`src/rtl/rgb_stream_if.sv`:
```
// Pixel stream bundle: input beat side plus converted RGB output side.
// slave is the converter's view, master is the view of the logic around it.
interface rgb_stream_if #(parameter int OUT_W = 8);
  logic             in_valid;
  logic             in_ready;
  logic [15:0]      Din;
  logic             Nblank;
  logic             sof;
  logic             eol;
  logic             out_valid;
  logic             out_ready;
  logic [OUT_W-1:0] R;
  logic [OUT_W-1:0] G;
  logic [OUT_W-1:0] B;
  logic             out_sof;
  logic             out_eol;

  modport slave (
    input  in_valid, Din, Nblank, sof, eol, out_ready,
    output in_ready, out_valid, R, G, B, out_sof, out_eol
  );

  modport master (
    output in_valid, Din, Nblank, sof, eol, out_ready,
    input  in_ready, out_valid, R, G, B, out_sof, out_eol
  );
endinterface

```
`src/rtl/rgb_stream_conv.sv`:
```
// RGB565/555/444/GRAY8 to OUT_W-per-channel expander with optional luma output.
// Two-stage elastic pipe: S1 holds expanded channels, S2 holds the final RGB.
module rgb_stream_conv #(
  parameter int OUT_W = 8
) (
  input  logic       clk,
  input  logic       reset,
  input  logic [1:0] mode_i,
  input  logic       gray_en_i,
  rgb_stream_if.slave st
);

  // Repeat the w-bit channel MSB-first, then keep the top OUT_W bits.
  function automatic logic [OUT_W-1:0] expand(input logic [7:0] c, input int w);
    logic [OUT_W+7:0] acc;
    int               n;
    acc = '0;
    n   = 0;
    for (int k = 0; k < OUT_W; k += w) begin
      acc = (acc << w) | (OUT_W+8)'(c);
      n   = n + w;
    end
    acc = acc >> (n - OUT_W);
    return acc[OUT_W-1:0];
  endfunction

  logic [1:0]       mode_q;
  logic             gray_q;
  logic [1:0]       mode_eff;
  logic             gray_eff;
  logic             accept;
  logic             s2_load;

  logic             s1_valid;
  logic [OUT_W-1:0] s1_r, s1_g, s1_b;
  logic             s1_nblank, s1_sof, s1_eol, s1_gray;
  logic [OUT_W-1:0] x_r, x_g, x_b;

  logic             s2_valid;
  logic [OUT_W-1:0] s2_r, s2_g, s2_b;
  logic             s2_sof, s2_eol;
  logic [OUT_W+7:0] y_sum;
  logic [OUT_W-1:0] y;
  logic [OUT_W-1:0] f_r, f_g, f_b;

  assign s2_load     = s1_valid & (~s2_valid | st.out_ready);
  assign st.in_ready = ~s1_valid | s2_load;
  assign accept      = st.in_valid & st.in_ready;

  // A sof beat takes its own settings immediately, so a frame never mixes formats.
  always_comb begin
    mode_eff = mode_q;
    gray_eff = gray_q;
    if (accept && st.sof) begin
      mode_eff = mode_i;
      gray_eff = gray_en_i;
    end
  end

  always_comb begin
    x_r = '0;
    x_g = '0;
    x_b = '0;
    case (mode_eff)
      2'd0: begin
        x_r = expand({3'b000, st.Din[15:11]}, 5);
        x_g = expand({2'b00,  st.Din[10:5]},  6);
        x_b = expand({3'b000, st.Din[4:0]},   5);
      end
      2'd1: begin
        x_r = expand({3'b000, st.Din[14:10]}, 5);
        x_g = expand({3'b000, st.Din[9:5]},   5);
        x_b = expand({3'b000, st.Din[4:0]},   5);
      end
      2'd2: begin
        x_r = expand({4'h0, st.Din[11:8]}, 4);
        x_g = expand({4'h0, st.Din[7:4]},  4);
        x_b = expand({4'h0, st.Din[3:0]},  4);
      end
      default: begin
        x_r = expand(st.Din[7:0], 8);
        x_g = x_r;
        x_b = x_r;
      end
    endcase
  end

  // Weights sum to 256, so all-ones channels give all-ones luma without overflow.
  always_comb begin
    y_sum = (OUT_W+8)'(s1_r) * (OUT_W+8)'(77)
          + (OUT_W+8)'(s1_g) * (OUT_W+8)'(150)
          + (OUT_W+8)'(s1_b) * (OUT_W+8)'(29);
    y     = y_sum[OUT_W+7:8];
    f_r   = s1_gray ? y : s1_r;
    f_g   = s1_gray ? y : s1_g;
    f_b   = s1_gray ? y : s1_b;
    if (!s1_nblank) begin
      f_r = '0;
      f_g = '0;
      f_b = '0;
    end
  end

  always_ff @(posedge clk) begin
    if (reset) begin
      mode_q    <= 2'd0;
      gray_q    <= 1'b0;
      s1_valid  <= 1'b0;
      s1_r      <= '0;
      s1_g      <= '0;
      s1_b      <= '0;
      s1_nblank <= 1'b0;
      s1_sof    <= 1'b0;
      s1_eol    <= 1'b0;
      s1_gray   <= 1'b0;
      s2_valid  <= 1'b0;
      s2_r      <= '0;
      s2_g      <= '0;
      s2_b      <= '0;
      s2_sof    <= 1'b0;
      s2_eol    <= 1'b0;
    end else begin
      if (accept) begin
        mode_q    <= mode_eff;
        gray_q    <= gray_eff;
        s1_r      <= x_r;
        s1_g      <= x_g;
        s1_b      <= x_b;
        s1_nblank <= st.Nblank;
        s1_sof    <= st.sof;
        s1_eol    <= st.eol;
        s1_gray   <= gray_eff;
      end
      s1_valid <= accept | (s1_valid & ~s2_load);
      s2_valid <= s2_load | (s2_valid & ~st.out_ready);
      if (s2_load) begin
        s2_r   <= f_r;
        s2_g   <= f_g;
        s2_b   <= f_b;
        s2_sof <= s1_sof;
        s2_eol <= s1_eol;
      end
    end
  end

  assign st.out_valid = s2_valid;
  assign st.R         = s2_r;
  assign st.G         = s2_g;
  assign st.B         = s2_b;
  assign st.out_sof   = s2_sof;
  assign st.out_eol   = s2_eol;

endmodule

```
`src/flat_wrapper.sv`:
```
// flat-port wrapper written by rule: the top's interface ports become plain ports
module rgb_stream_conv_flat 
#(
  parameter int OUT_W = 8
)
  (clk, reset, mode_i, gray_en_i, st_in_valid, st_Din, st_Nblank, st_sof, st_eol, st_out_ready, st_in_ready, st_out_valid, st_R, st_G, st_B, st_out_sof, st_out_eol);
  rgb_stream_if #(.OUT_W(OUT_W)) st_i ();
  input  logic clk;
  input  logic reset;
  input  logic [1:0] mode_i;
  input  logic gray_en_i;
  input wire logic [$bits(st_i.in_valid)-1:0] st_in_valid;
  input wire logic [$bits(st_i.Din)-1:0] st_Din;
  input wire logic [$bits(st_i.Nblank)-1:0] st_Nblank;
  input wire logic [$bits(st_i.sof)-1:0] st_sof;
  input wire logic [$bits(st_i.eol)-1:0] st_eol;
  input wire logic [$bits(st_i.out_ready)-1:0] st_out_ready;
  output wire logic [$bits(st_i.in_ready)-1:0] st_in_ready;
  output wire logic [$bits(st_i.out_valid)-1:0] st_out_valid;
  output wire logic [$bits(st_i.R)-1:0] st_R;
  output wire logic [$bits(st_i.G)-1:0] st_G;
  output wire logic [$bits(st_i.B)-1:0] st_B;
  output wire logic [$bits(st_i.out_sof)-1:0] st_out_sof;
  output wire logic [$bits(st_i.out_eol)-1:0] st_out_eol;
  assign st_i.in_valid = st_in_valid;
  assign st_i.Din = st_Din;
  assign st_i.Nblank = st_Nblank;
  assign st_i.sof = st_sof;
  assign st_i.eol = st_eol;
  assign st_i.out_ready = st_out_ready;
  assign st_in_ready = st_i.in_ready;
  assign st_out_valid = st_i.out_valid;
  assign st_R = st_i.R;
  assign st_G = st_i.G;
  assign st_B = st_i.B;
  assign st_out_sof = st_i.out_sof;
  assign st_out_eol = st_i.out_eol;
  rgb_stream_conv #(.OUT_W(OUT_W)) u_core (.clk(clk), .reset(reset), .mode_i(mode_i), .gray_en_i(gray_en_i), .st(st_i));
endmodule
```
`config.mk`:
```
export PLATFORM = sky130hd
export DESIGN_NAME = rgb_stream_conv_flat
export DESIGN_NICKNAME = d
export VERILOG_FILES = /design/src/rtl/rgb_stream_if.sv /design/src/rtl/rgb_stream_conv.sv /design/src/flat_wrapper.sv
export SDC_FILE = /design/constraint.sdc
export NUM_CORES = 1
export LEC_CHECK = 0
export CAP_MARGIN = 40
export CORE_ASPECT_RATIO = 1.75
export CORE_MARGIN = 1.5
export CORE_UTILIZATION = 45
export DETAILED_ROUTE_END_ITERATION = 8
export PLACE_DENSITY = 0.68
export SLEW_MARGIN = 40
export SYNTH_ARGS = -nofsm -noshare
export SYNTH_HDL_FRONTEND = slang
export SYNTH_SLANG_ARGS = --single-unit
```
`constraint.sdc`:
```
create_clock -name clk -period 11.3 [get_ports clk]
set_input_delay 1.695 -clock clk [delete_from_list [all_inputs] [get_ports clk]]
set_output_delay 1.695 -clock clk [all_outputs]
set_load 0.02 [all_outputs]
```
==> results by group, run 1 <==
Run status
  • Status: finished clean

STA
  • Slew Viols, Final: 0
  • Hold Vio Cnt, Final: 0
  • Peak Freq: 0.1457 GHz
  • Post-route clock period utilization: 0.6076
  • Worst-Margin Slew: 0.7632 ns
  • Minimum period implied by the final worst setup slack: 6.866 ns
  • Rel. slew slack: 0.4912
  • Worst Skew: 0.007333 ns
  • Final setup TNS: 0 ns
  • RSZ-0062 raised after global routing: false
  • Final setup violation count: 0

Die
  • Ports: 54
  • Die X: 87.23 um
  • # rows: 53
  • Die height: 150.4 um
  • Die Area: 13120 um^2
  • Core footprint: 12070 um^2
  • Initial core utilization: 0.4629

Drt
  • # DRC: 0
  • Vias post-DR: 4473
  • Drt first pass iters: 5
  • DR WL/cell: 18.18 um
  • Final antenna-violating net count: 0
  • Initial DRC Count: 166
  • Via density: 5.509
  • Final wirelength: about 15 mm

Global routing
  • GRT Util Overall: 0.2402
  • Grt total ovfl: 0
  • Vias in the first global route: around 4600
  • Pin count of the biggest net entering global routing: 37
  • First-pass GRT wire length: 23.52 mm
  • Initial antenna violation count: 0

Logic synthesis
  • Top-area cell type share of the netlist area: 0.2078
  • Syn Inst Count: 596
  • Main synth FF type: dfxtp_1
  • Synth unique cells: 56
  • Compound-Gate Fraction of Synth Area: 0.1512
  • Mux cell area share after synthesis: 0.04255
  • Post-synth EDFFs: 0
  • Top cells by area, synth: dfxtp_1 (21%), fa_1 (20%), ha_1 (19%), inv_1 (6.3%), nand2_1 (3.6%)
  • Syn Nets: 761
  • Synth area leader: dfxtp_1
  • Cell Area, Synth: 5587 um^2
  • Adder-Cell Fraction of Synth Area: 0.3852
  • Synth async-reset ratio: 0
  • Yosys reg bits: 58
  • Largest family of logic cells by synthesized area: adder cells
  • Synth Area in Simple Gates: 0.1100
  • Avg Inst Size Synth: 9.374 um^2
  • Synth warn: 0
  • Post-synthesis sequential area ratio: 0.2078
  • Synth Area in XOR/XNOR: 0.02441

Worst setup path
  • CP Capture Type: register
  • R2R Path Start: u_core.s1_g[5]
  • Worst R2R Setup Slack: roughly 4.4 ns
  • R2R depth: 26
  • CP startpoint: u_core.s1_g[5]
  • WP data required: 11.50 ns
  • WP data arrival: 7.07 ns
  • Worst r2r dst: u_core.st.R[6]
  • CP Launch Type: register
  • Critical path class: register to register
  • Crit Path Max Fanout: 6

CTS
  • Post-CTS Setup Bufs: 0
  • Clock transition at path regs: 0.05 ns
  • Worst skew pair latency: 0.32 ns
  • CTS tree: built
  • Resize count post-CTS: 0
  • H-tree Lvls: 3
  • CTS sink cnt: 58
  • Num CTS Buffers: 9
  • CTS Buffer Depth: 2
  • CTS Hold Bufs: 0
  • Root cell of the clock tree: clkbuf_16

Pwr
  • Int Power: 0.8019 mW
  • Power share of the clock group: 0.209
  • Leakage power: approximately 3.1 nW
  • Maximum VDD drop: 0.0002112 V
  • Combinational power share: 0.631
  • Power density cells: 225.2 nW/um^2
  • Reg power frac: 0.160
  • Switch Pwr: 0.6863 mW
  • Switching Fraction: 0.4612

Place
  • Post-DP HPWL: 11.94 mm
  • RePlAce Congestion: roughly 0.87
  • Cell total after placement: 796
  • Count of buffers from port buffering: 53
  • Post-Place Cell Area: 6265 um^2

Hold path
  • Worst hold path class: register to register
  • Min-delay src: u_core.st.B[0]
  • Hold Path Depth: 2
  • Worst Hold End: u_core.st.B[0]

Cells and area
  • # diodes: 0
  • Most common cell after layout, fill and taps aside: inv_1
  • Final Cell Area: around 6600 um^2
  • Fill count: 1122
  • Most frequent cells in the layout: inv_1 (94), ha_1 (84), dfxtp_1 (58), fa_1 (55)
  • Layout cells sized above 1: 0.06491
  • Final core occ: 0.5477
  • Non-Filler Instances: 812
  • Area Overhead vs Synth: 18.32%
  • Fin nets: 807

Run
  • Max-cap violations: 0
## registers in the layout (all words and copies together), names as in the netlist
signal and cells:
u_core.st.out_valid 1, u_core.s1_nblank 1, u_core.s1_b 8, u_core.st.out_sof 1, u_core.st.R 8, u_core.s1_eol 1
u_core.st.out_eol 1, u_core.s1_g 8, u_core.mode_q 2, u_core.s1_sof 1, u_core.st.B 8, u_core.st.G 8
u_core.s1_r 8, u_core.s1_valid 1, u_core.gray_q 1
## worst max path at each step
| stage | slack, ns | cells past startpoint | endpoint |
|---|---|---|---|
| finish | 4.43 | 26 | u_core.st.R[6] |
| global route | 4.12 | 22 | u_core.st.R[6] |
| CTS | 4.43 | 26 | u_core.st.R[6] |
| detailed placement | 4.46 | 26 | u_core.st.B[6] |
| global placement | 4.67 | 26 | u_core.st.G[6] |
| floorplan | 5.00 | 22 | u_core.st.B[7] |
## synthesized netlist by cell type (3+ instances only)
master and number:
a21o_1 6, a22oi_1 6, nand2_1 54, inv_1 94
mux2_2 3, nor2_1 46, nand3_1 7, o21ai_0 21
buf_2 4, fa_1 55, a221o_1 12, dfxtp_1 58
ha_1 84, a311oi_1 8, mux4_2 7, clkbuf_1 14
nor3_1 12, and2_1 4, xnor2_1 11, a21oi_1 35
o21a_1 9
## layout make-up
class | instances | area (um^2) | area share
clock inverters | 6 | 115.1 | 0.01741
flip-flops and latches | 58 | 1161 | 0.1757
repair buffers | 55 | 545.5 | 0.08253
well taps | 165 | 206.4 | 0.03123
clock buffers | 10 | 229.0 | 0.03464
multi-input cells | 424 | 4000 | 0.6051
inverters | 94 | 352.8 | 0.05338
## kinds of logic after synthesis
family                     after synthesis
AOI/OAI and AO/OA                      119
buffers and inverters                  114
xor gates and xnor gates                14
adders and majority gates              139
and+or+nand+nor                        139
DFF                                     58
muxes                                   13
## worst max-delay path, cell delays in order (launching register included)
cell       delay, ns
dfxtp_1         0.46
ha_1            0.30
ha_1            0.30
ha_1            0.27
inv_1           0.05
fa_1            0.54
inv_1           0.04
ha_1            0.33
o21a_1          0.12
o31a_1          0.13
o21a_1          0.18
nor2_1          0.11
xnor2_1         0.14
ha_1            0.26
fa_1            0.50
inv_1           0.05
fa_1            0.47
fa_1            0.55
inv_1           0.04
ha_1            0.36
nand4_1         0.12
o21ai_1         0.13
a2111oi_2       0.41
a21oi_1         0.18
xnor2_1         0.28
nor2_1          0.13
a221o_1         0.30
## through the flow
step / setup WS [ns] / hold slack (ns) / total power [mW]
detailed placement: 4.459 / 0.4456 / 1.177
floorplan: 5.000 / 0.4315 / 0.9009
global placement: 4.674 / 0.4423 / 1.136
CTS: 4.434 / 0.4537 / 1.494
global route: 4.122 / 0.4795 / 1.616
finish: 4.434 / 0.4550 / 1.488
## metal layers
metal  up-vias  GRT usage  wire [um]  share of wire
li1       2120          -          -              -
met1      2156     0.2560       5270           0.36
met2       143     0.4256       7825           0.53
met3        54    0.03015        565          0.038
met4         0     0.1746       1100          0.075
met5         -          0          0              0
## power by group through the flow
stage	Combinational, mW	Clock [mW]	Sequential [mW]
5_1_grt	1.06	0.321	0.239
3_3_place_gp	0.894	0	0.241
2_1_floorplan	0.668	0	0.233
3_5_place_dp	0.935	0	0.242
6_report	0.939	0.311	0.238
4_1_cts	0.942	0.314	0.238
Power figures use the tool's default switching activity.
==> run 2: changes to the inputs <==
clock period = 7.2 ns   (was 11.3 ns; I/O delays follow)
==> run 2 against run 1 <==
  * First-iteration DRC count up 4.2%
  * Die area is the same
  * Fmax up 1.7%
  * Combinational power is 57% higher
  * Largest power group unchanged
  * Clock skew decreased by 0.0020 ns
  * Via count is 0.42% lower
  * Register-to-register slack worse by 4.0 ns
  * Global-route usage decreased by 0.73 points
  * Flip-flop and latch count unchanged
  * Critical path type unchanged
  * Core utilization fell by 0.59 points
==> results by group, run 2 (synthesized netlist as in run 1, its figures left out) <==
Cells and area
  • # diodes: 0 (unchanged)
  • Area Overhead vs Synth: 17.04% (was 18.32%)
  • Fin nets: 808 (was 807)
  • Fill count: 1125 (was 1122)
  • Most frequent cells in the layout: inv_1 (94), ha_1 (84), dfxtp_1 (58), fa_1 (55) (unchanged)
  • Most common cell after layout, fill and taps aside: inv_1 (unchanged)
  • Layout cells sized above 1: 0.06801 (was 0.06491)
  • Final core occ: 0.5418 (was 0.5477)

CTS
  • CTS tree: built (unchanged)
  • Clock transition at path regs: 0.05 ns (about the same)
  • Post-CTS Setup Bufs: 0 (unchanged)
  • H-tree Lvls: 3 (unchanged)
  • Worst skew pair latency: 0.32 ns (about the same)
  • Root cell of the clock tree: clkbuf_16 (unchanged)
  • CTS Buffer Depth: 2 (unchanged)
  • Num CTS Buffers: 9 (unchanged)
  • CTS sink cnt: 58 (unchanged)

Place
  • Count of buffers from port buffering: 53 (unchanged)
  • RePlAce Congestion: 0.8817 (was 0.8711)
  • Post-DP HPWL: 11.81 mm (was 11.94 mm)

Worst setup path
  • WP data required: 7.44 ns (was 11.50 ns)
  • CP Capture Type: register (unchanged)
  • CP Launch Type: register (unchanged)
  • Critical path class: register to register (unchanged)
  • Crit Path Max Fanout: 6 (unchanged)
  • WP data arrival: 6.99 ns (was 7.07 ns)
  • Worst r2r dst: u_core.st.R[7] (was u_core.st.R[6])
  • R2R Path Start: u_core.s1_g[5] (unchanged)
  • Worst R2R Setup Slack: 0.45 ns (was 4.43 ns)
  • Setup crit end: u_core.st.R[7] (was u_core.st.R[6])
  • CP startpoint: u_core.s1_g[5] (unchanged)
  • R2R depth: 26 (unchanged)

Die
  • Die height: 150.4 um (unchanged)
  • Die X: 87.23 um (unchanged)
  • # rows: 53 (unchanged)
  • Initial core utilization: 0.4629 (unchanged)
  • Die Area: 13120 um^2 (unchanged)
  • Core footprint: 12070 um^2 (unchanged)
  • Ports: 54 (unchanged)

STA
  • Rel. slew slack: 0.4794 (was 0.4912)
  • Worst Skew: 0.005296 ns (was 0.007333 ns)
  • Peak Freq: 0.1481 GHz (was 0.1457 GHz)
  • Minimum period implied by the final worst setup slack: 6.750 ns (was 6.866 ns)
  • Final setup violation count: 0 (unchanged)
  • RSZ-0062 raised after global routing: false (unchanged)
  • Worst-Margin Slew: 0.7809 ns (was 0.7632 ns)
  • Hold Vio Cnt, Final: 0 (unchanged)
  • Final setup TNS: 0 ns (unchanged)
  • Slew Viols, Final: 0 (unchanged)
  • Post-route clock period utilization: 0.9376 (was 0.6076)

Global routing
  • First-pass GRT wire length: 22.82 mm (was 23.52 mm)
  • Vias in the first global route: 4489 (was 4611)
  • Grt total ovfl: 0 (unchanged)
  • Pin count of the biggest net entering global routing: 37 (unchanged)
  • Initial antenna violation count: 0 (unchanged)
  • GRT Util Overall: 0.2328 (was 0.2402)

Drt
  • Initial DRC Count: 173 (was 166)
  • DR WL/cell: 17.85 um (was 18.18 um)
  • Via density: 5.485 (was 5.509)
  • Final wirelength: 14.50 mm (was 14.76 mm)
  • # DRC: 0 (unchanged)
  • Vias post-DR: 4454 (was 4473)
  • Final antenna-violating net count: 0 (unchanged)
  • Drt first pass iters: 5 (unchanged)

Run
  • Max-cap violations: 0 (unchanged)

Run status
  • Status: finished clean (unchanged)

Pwr
  • Leakage power: 3.083 nW (was 3.113 nW)
  • Maximum VDD drop: 0.0002760 V (was 0.0002112 V)
  • Power density cells: 339.5 nW/um^2 (was 225.2 nW/um^2)

Hold path
  • Worst hold path class: register to register (unchanged)
  • Hold Path Depth: 2 (unchanged)
run 2: area by class of cell:
class | count | area [um^2] | area share
Clock buffer | 9 | 225.2 | 0.03444
Multi-Input combinational cell | 424 | 4005 | 0.6125
Timing Repair Buffer | 56 | 553.0 | 0.08458
Inverter | 94 | 352.8 | 0.05396
Clock inverter | 6 | 35.03 | 0.005358
Tap cell | 165 | 206.4 | 0.03157
Sequential cell | 58 | 1161 | 0.1776
run 2: worst min-delay path by stage:
stage                      from                to  slack [ns]
3_5_place_dp     u_core.st.G[0]    u_core.st.G[0]        0.44
4_1_cts          u_core.st.G[0]    u_core.st.G[0]        0.46
3_3_place_gp   u_core.s1_nblank  u_core.s1_nblank        0.44
6_report         u_core.st.G[0]    u_core.st.G[0]        0.45
5_1_grt           u_core.s1_eol     u_core.s1_eol        0.47
2_1_floorplan  u_core.s1_nblank  u_core.s1_nblank        0.43
run 2: power breakdown:
part | internal (mW) | total (mW) | switching [mW] | leakage [nW]
clock network | 0.228 | 0.373 | 0.145 | 0.127
logic | 0.582 | 1.47 | 0.893 | 2.48
registers | 0.337 | 0.373 | 0.0355 | 0.474
run 2: worst max-delay path: stages (launching register included):
cell and delay (ns):
dfxtp_1 0.47, ha_1 0.29, ha_1 0.29, ha_1 0.27
inv_1 0.05, fa_1 0.53, inv_1 0.04, ha_1 0.33
o21a_1 0.12, o31a_1 0.13, o21a_1 0.18, nor2_1 0.11
xnor2_1 0.13, ha_1 0.26, fa_1 0.50, inv_1 0.05
fa_1 0.46, fa_1 0.55, inv_1 0.04, ha_1 0.36
nand4_1 0.12, o21ai_1 0.13, a2111oi_2 0.37, a21oi_1 0.18
a21oi_2 0.18, xnor3_1 0.35, o21ai_0 0.17
run 2: timing repair:
action,4_1_cts,5_1_grt
setup endpoints to repair,0,2
hold buffers,0,0
resized for setup,0,1
run 2: layer usage:
metal | track usage | up-vias | routed length [um]
li1 | - | 2133 | -
met3 | 0.03344 | 43 | 468
met4 | 0.1365 | 0 | 918
met1 | 0.2574 | 2144 | 5337
met2 | 0.4155 | 134 | 7770
met5 | 0 | - | 0
run 2: metrics by stage:
step	power [mW]	instances	hold WS (ns)	instance area (um^2)	setup WS (ns)
4_1_cts	2.221	812	0.4553	6533	0.3871
6_report	2.220	812	0.4495	6539	0.4496
2_1_floorplan	1.414	596	0.4315	5587	0.8996
3_5_place_dp	1.844	797	0.4440	6272	0.4271
3_3_place_gp	1.782	797	0.4424	6262	0.5828
5_1_grt	2.418	812	0.4747	6539	0.03567
